[config.mk]
export PLATFORM = sky130hd
export DESIGN_NAME = ram_arbiter
export DESIGN_NICKNAME = d
export VERILOG_FILES = /design/src/rtl/ram_arb_pkg.sv /design/src/rtl/ram_arb_pick.sv /design/src/rtl/ram_arbiter.sv
export SDC_FILE = /design/constraint.sdc
export NUM_CORES = 1
export LEC_CHECK = 0
export ABC_AREA = 0
export CORE_MARGIN = 5
export CORE_UTILIZATION = 43
export DETAILED_ROUTE_END_ITERATION = 10
export GPL_ROUTABILITY_DRIVEN = 1
export PLACE_DENSITY = 0.76
export SYNTH_ARGS = -nofsm -noshare
export SYNTH_HDL_FRONTEND = slang
export SYNTH_SLANG_ARGS = --single-unit
[constraint.sdc]
create_clock -name clk -period 1.8 [get_ports clk]
set_input_delay 0.36 -clock clk [delete_from_list [all_inputs] [get_ports clk]]
set_output_delay 0.36 -clock clk [all_outputs]
set_load 0.01 [all_outputs]
[src/rtl/ram_arb_pkg.sv]
// ram_arb_pkg: FSM state encodings and owner codes shared by the SRAM arbiter
package ram_arb_pkg;
   localparam logic [1:0] ST_IDLE   = 2'd0;
   localparam logic [1:0] ST_SETUP  = 2'd1;
   localparam logic [1:0] ST_STROBE = 2'd2;
   localparam logic [1:0] ST_HOLD   = 2'd3;
   localparam logic OWN_CPU = 1'b0;
   localparam logic OWN_VID = 1'b1;
endpackage

[src/rtl/ram_arb_pick.sv]
// ram_arb_pick: combinational winner select; a tie goes to the side that did not win last
module ram_arb_pick
   import ram_arb_pkg::*;
(
   input  logic cpu_req,
   input  logic vid_req,
   input  logic last_grant,
   output logic grant,
   output logic owner
);
   // With last_grant pinned to VID this degenerates to fixed CPU priority
   always_comb begin
      grant = cpu_req | vid_req;
      owner = (cpu_req && vid_req) ? ~last_grant : (vid_req ? OWN_VID : OWN_CPU);
   end
endmodule

[src/rtl/ram_arbiter.sv]
// ram_arbiter: shares one async SRAM between CPU and video ports; RAM_ARB_ROUND_ROBIN_EN enables round-robin tie-break
module ram_arbiter
   import ram_arb_pkg::*;
#(
   parameter int ADDR_W      = 15,
   parameter int DATA_W      = 8,
   parameter int WAIT_STATES = 1
) (
   input  logic              clk,
   input  logic              reset_n,
   input  logic              cpu_req,
   input  logic              cpu_we,
   input  logic [ADDR_W-1:0] cpu_addr,
   input  logic [DATA_W-1:0] cpu_wdata,
   output logic              cpu_ack,
   output logic [DATA_W-1:0] cpu_rdata,
   input  logic              vid_req,
   input  logic [ADDR_W-1:0] vid_addr,
   output logic              vid_ack,
   output logic [DATA_W-1:0] vid_rdata,
   output logic [ADDR_W-1:0] sram_addr,
   output logic [DATA_W-1:0] sram_dq_o,
   output logic              sram_dq_oe,
   input  logic [DATA_W-1:0] sram_dq_i,
   output logic              sram_ce_n,
   output logic              sram_oe_n,
   output logic              sram_we_n,
   output logic              busy
);
   localparam int CNT_W = (WAIT_STATES < 2) ? 1 : $clog2(WAIT_STATES + 1);
   logic [1:0]        state;
   logic [CNT_W-1:0]  cnt;
   logic              owner, we, grant, pick_owner, last_grant, start_we;
   logic [DATA_W-1:0] rd_buf;

   ram_arb_pick u_pick (
      .cpu_req    (cpu_req),
      .vid_req    (vid_req),
      .last_grant (last_grant),
      .grant      (grant),
      .owner      (pick_owner)
   );

   assign start_we = (pick_owner == OWN_CPU) && cpu_we;

`ifdef RAM_ARB_ROUND_ROBIN_EN
   // Remember the most recent winner so the next tie goes to the other side
   always_ff @(posedge clk or negedge reset_n)
      if (!reset_n) last_grant <= OWN_VID;
      else if (state == ST_IDLE && grant) last_grant <= pick_owner;
`else
   assign last_grant = OWN_VID;
`endif

   // Access sequencer: every SRAM pin and handshake output comes straight from a flop
   always_ff @(posedge clk or negedge reset_n)
      if (!reset_n) begin
         state      <= ST_IDLE;
         cnt        <= '0;
         owner      <= OWN_CPU;
         we         <= 1'b0;
         rd_buf     <= '0;
         sram_addr  <= '0;
         sram_dq_o  <= '0;
         sram_dq_oe <= 1'b0;
         sram_ce_n  <= 1'b1;
         sram_oe_n  <= 1'b1;
         sram_we_n  <= 1'b1;
         cpu_ack    <= 1'b0;
         vid_ack    <= 1'b0;
         cpu_rdata  <= '0;
         vid_rdata  <= '0;
         busy       <= 1'b0;
      end else begin
         cpu_ack <= 1'b0;
         vid_ack <= 1'b0;
         case (state)
            ST_IDLE: if (grant) begin
               state      <= ST_SETUP;
               busy       <= 1'b1;
               owner      <= pick_owner;
               we         <= start_we;
               sram_addr  <= (pick_owner == OWN_VID) ? vid_addr : cpu_addr;
               if (start_we) sram_dq_o <= cpu_wdata;
               sram_dq_oe <= start_we;
               sram_ce_n  <= 1'b0;
               sram_oe_n  <= start_we;
            end
            ST_SETUP: begin
               state     <= ST_STROBE;
               cnt       <= CNT_W'(WAIT_STATES);
               sram_we_n <= !we;
            end
            ST_STROBE: if (cnt == '0) begin
               state     <= ST_HOLD;
               sram_we_n <= 1'b1;
               sram_oe_n <= 1'b1;
               if (!we) rd_buf <= sram_dq_i;
            end else cnt <= cnt - 1'b1;
            default: begin
               state      <= ST_IDLE;
               busy       <= 1'b0;
               sram_ce_n  <= 1'b1;
               sram_oe_n  <= 1'b1;
               sram_dq_oe <= 1'b0;
               cpu_ack    <= (owner == OWN_CPU);
               vid_ack    <= (owner == OWN_VID);
               if (!we && owner == OWN_CPU) cpu_rdata <= rd_buf;
               if (owner == OWN_VID) vid_rdata <= rd_buf;
            end
         endcase
      end
endmodule

==> out/qor_table.md <==
| Stage | Quantity | Reported |
| --- | --- | --- |
| yosys | Post-Synthesis Cell Area | 0.00247 mm2 |
| placement | Post-DP HPWL | 4240 um |
| drt | Final Routed Wirelength | 5580 um |
| sta | Worst-case hold slack | -0.00307 ns |
| setup path | Crit start category | flop |
| drt | Number of nets with antenna violations after detailed routing | 0 |
| sta | Final count of negative-setup-slack endpoints | 0 |
| status | Violations in the final reports | hold timing |
| setup path | Class of the most critical setup path | reg -> out |
| setup path | Endpoint arrival time on the critical path | 1.39 ns |
| yosys | Syn Nets | 239 |
| clock network | TritonCTS sink count | 59 |
| setup path | Start of the worst register-to-register path | state[0] |
| yosys | Post-Synthesis Cells | 183 |
| placement | Worst-case setup slack after placement | 0.0477 ns |
| cells and area | Syn-to-layout area delta | 51.4% |
| clock network | Number of gates resized after CTS | 0 |
| yosys | Post-Synthesis Mean Instance Area | 13.5 um2 |
| floorplan | Core ar. | 0.00554 mm2 |
| drt | Number of vias in the routed layout | 1753 |
| yosys | Yosys synthesis warning count | 0 |
| clock network | Number of hold-repair buffers added at the cts stage | 0 |
| clock network | Count of H-tree levels built during CTS | 3 |
| cells and area | Commonest non-fill, non-tap cells in the layout | 94 x sky130_fd_sc_hd__clkdlybuf4s50_1, 56 x sky130_fd_sc_hd__dfrtp_1, 34 x sky130_fd_sc_hd__mux2_2, 20 x sky130_fd_sc_hd__nand2_1, 16 x sky130_fd_sc_hd__mux2i_1 |
| job | Count of maximum capacitance violations | 0 |
| floorplan | Die Span Y | 85.7 um |
| sta | Final setup skew | 0.00595 ns |
| setup path | Reg2Reg Depth | 5 |
| clock network | Insertion delay to the later sink of the worst-skew pair | 0.33 ns |
| sta | Worst Setup Slack, final | 0.0481 ns |
| drt | Routed via count divided by cell count | 4.76 |
| yosys | Most area-hungry cell type in the Yosys netlist | sky130_fd_sc_hd__dfrtp_1 |
| global routing | GR Overflow Total | 0 |
| yosys | Adder-cell area share of the yosys netlist | 2.54% |
| yosys | Synthesized-area fraction occupied by xor and xnor cells | 0% |
| placement | Number of placed instances, taps included | 352 |
| sta | Slew headroom | 66.4% |
| floorplan | Number of primary I/O pins | 97 |
| clock network | Post-CTS setup-driven buffer insertion count | 0 |
| sta | Transition time at the pin with the least slew margin | 0.504 ns |
| yosys | Area fraction of the dominant cell type after synthesis | 56.8% |
| sta | Total Neg Setup Slack | 0 ns |
| sta | Highest Clock Rate | 571 MHz |
| setup path | Critical path endpoint category | output port |
| drt | Length of the first detailed-routing pass in iterations | 4 |
| yosys | Register bit total from synthesis | 59 |
| setup path | Crit path buffers/inverters | 1 |
| yosys | Post-synthesis sequential area ratio | 60.0% |
| sta | Hold Violations, Final | 4 |
| sta | Final slew viol count | 0 |
| global routing | Total routing usage reported by global routing | 16.5% |
| clock network | Buffers from clock root to sink, at most | 2 |
| sta | Post-layout min period | 1.75 ns |
| setup path | Reg-to-reg critical path endpoint | state[1] |
| yosys | Basic-gate share of the synthesized area counting and, or, nand and nor cells | 5.28% |
| cells and area | Final cell count without fillers | 368 |
| drt | DR iter-0 viols | 27 |
| placement | IO buf count | 96 |
| cells and area | Final core utilization | 67.4% |
| cells and area | Final layout net count | 347 |
| setup path | Critical-path cell list | clkdlybuf4s50_1 |
| floorplan | Row cnt | 27 |
| global routing | Maximum number of pins on one net before global-route repair | 32 |
| clock network | TritonCTS clock tree | done |
| power and ir drop | Pleak | 1.68 nW |
| clock network | Root Driver | sky130_fd_sc_hd__clkbuf_8 |
| setup path | WP depth | 1 |
| setup path | Required time of the critical path | 1.44 ns |
| power and ir drop | Peak supply drop | 864 uV |
| hold path | Min-Delay Path Class | in -> async |
| clock network | Clk slew on worst S/H paths | 0.07 ns |
| placement | Gpl congestion | 0.734 |
| clock network | Number of buffers added by the clock tree synthesis step | 9 |
| status | Result of the run | complete, but fails checks |
| cells and area | # diodes | 0 |
| cells and area | FILL cells | 452 |
| setup path | R2r setup slk | 0.23 ns |
| yosys | Largest cells by area after synthesis | sky130_fd_sc_hd__dfrtp_1 57%, sky130_fd_sc_hd__mux2_2 16%, sky130_fd_sc_hd__mux2i_1 6.5% |
| global routing | Number of global-route vias before repair | 1872 |
| global routing | Global-route wire length before repair | 9300 um |
| drt | Number of remaining DRC errors | 0 |
| sta | Final critical-path share of the clock period | 97.3% |
| sta | RSZ-0062 raised after global routing | no |
| cells and area | Commonest non-fill, non-tap cell in the layout | sky130_fd_sc_hd__clkdlybuf4s50_1 |
| setup path | Critical path peak fanout | 2 |
| floorplan | Effective utilization at floorplan | 44.5% |
| setup path | Maximum single-stage delay on the critical path | 0.54 ns |
| power and ir drop | Power Density | 1660 mW/mm2 |
| global routing | Initial antenna violation count | 0 |
| setup path | Top Family by Delay on Critical Path | flip-flops |
| setup path | Slowest cell on crit path | sky130_fd_sc_hd__dfstp_2 |
| floorplan | Die width | 85.7 um |
| yosys | Multiplexer area fraction after synthesis | 22.0% |
| cells and area | Share of final-layout standard cells stronger than drive strength 1 | 22.6% |
| floorplan | Die area | 0.00735 mm2 |
| drt | Detail-routed net length per standard cell | 15.2 um |
| yosys | Count of distinct cell types in the synthesized netlist | 29 |
| yosys | Dominant combinational cell family by area after synthesis | multiplexers |
| yosys | Compound-cell area share of the yosys netlist | 7.05% |
stage by stage:
step | power (W) | instance area, um2
after floorplan | 0.00374 | 2470
after global placement | 0.00517 | 3560
after detailed placement | 0.00526 | 3560
after CTS | 0.00630 | 3730
after global routing | 0.00666 | 3730
final | 0.00620 | 3730
worst max path at each step:
| stage | startpoint | endpoint | slack (ns) |
|---|---|---|---|
| after floorplan | state[0] | state[1] | 0.31 |
| after global placement | cpu_req | state[1] | 0.08 |
| after detailed placement | cpu_req | state[1] | 0.05 |
| after CTS | sram_oe_n | sram_oe_n | 0.02 |
| after global routing | sram_we_n | sram_we_n | 0.003 |
| final | sram_we_n | sram_we_n | 0.05 |
kinds of logic (layout without fill, tap and decap cells):
| family | Yosys count | after routing |
|---|---|---|
| AO/OA/AOI/OAI | 29 | 29 |
| adder cells (fa/ha/maj) | 5 | 5 |
| buffers and inverters | 13 | 126 |
| flip-flops | 59 | 59 |
| multiplexers | 50 | 50 |
| AND/OR/NAND/NOR | 27 | 27 |
area by class of cell:
class / count / area (um2) / share of cell area (%)
clock inverters: 7 / 45.0 / 1.21
flip-flops and latches: 59 / 1480 / 39.6
repair buffers: 105 / 1060 / 28.5
multi-input cells: 111 / 913 / 24.5
clock buffers: 9 / 124 / 3.32
well taps: 72 / 90.1 / 2.41
inverters: 5 / 18.8 / 0.503
where the power goes:
group | leakage [nW] | switching, W | internal [W]
combinational | 0.891 | 0.00112 | 0.00168
sequential | 0.716 | 0.000387 | 0.00200
clock | 0.0770 | 0.000524 | 0.000490
total | 1.68 | 0.00203 | 0.00417
worst register-to-register path: cells and delay by family (launching register included):
| family | cells | cell delay, ns |
|---|---|---|
| compound gates | 1 | 0.26 |
| fa+ha+maj | 1 | 0.25 |
| buf+inv | 1 | 0.10 |
| flops | 1 | 0.40 |
| mux | 1 | 0.36 |
| simple gates | 1 | 0.09 |
cells in the mapped netlist:
| library cell | n |
|---|---|
| sky130_fd_sc_hd__nor2_1 | 2 |
| sky130_fd_sc_hd__mux2i_1 | 16 |
| sky130_fd_sc_hd__o21ai_2 | 1 |
| sky130_fd_sc_hd__inv_1 | 5 |
| sky130_fd_sc_hd__a21boi_0 | 1 |
| sky130_fd_sc_hd__nor3b_4 | 1 |
| sky130_fd_sc_hd__ha_1 | 5 |
| sky130_fd_sc_hd__nand2b_1 | 1 |
| sky130_fd_sc_hd__buf_4 | 1 |
| sky130_fd_sc_hd__o22a_1 | 2 |
| sky130_fd_sc_hd__o21ai_0 | 9 |
| sky130_fd_sc_hd__o21ai_1 | 8 |
| sky130_fd_sc_hd__mux2_2 | 34 |
| sky130_fd_sc_hd__dfrtp_1 | 56 |
| sky130_fd_sc_hd__a221oi_1 | 1 |
| sky130_fd_sc_hd__nor2b_1 | 2 |
| sky130_fd_sc_hd__buf_2 | 3 |
| sky130_fd_sc_hd__dfstp_2 | 3 |
| sky130_fd_sc_hd__a22o_1 | 1 |
| sky130_fd_sc_hd__clkbuf_2 | 1 |
| sky130_fd_sc_hd__buf_8 | 1 |
| sky130_fd_sc_hd__nand3_2 | 1 |
| sky130_fd_sc_hd__a31oi_1 | 1 |
| sky130_fd_sc_hd__a21oi_1 | 3 |
| sky130_fd_sc_hd__clkbuf_1 | 1 |
| sky130_fd_sc_hd__buf_6 | 1 |
| sky130_fd_sc_hd__nand2_1 | 20 |
| sky130_fd_sc_hd__o2bb2ai_1 | 1 |
| sky130_fd_sc_hd__a21boi_1 | 1 |
routing by layer:
metal	share of wire, %	vias to the layer above	global-route usage [%]	wire length (um)
met4	1.5	0	6.91	82
met3	9.4	9	6.92	525
met1	45	813	21.0	2480
met2	45	80	24.8	2490
li1	-	851	-	-
met5	0	-	0	0
sequential cells by signal, indices dropped and copies added, names as in the netlist, 2 cells and up:
| register | count |
|---|---|
| vid_rdata | 8 |
| sram_addr | 15 |
| rd_buf | 8 |
| cpu_rdata | 8 |
| sram_dq_o | 8 |
| state | 2 |
Power figures use the tool's default switching activity.
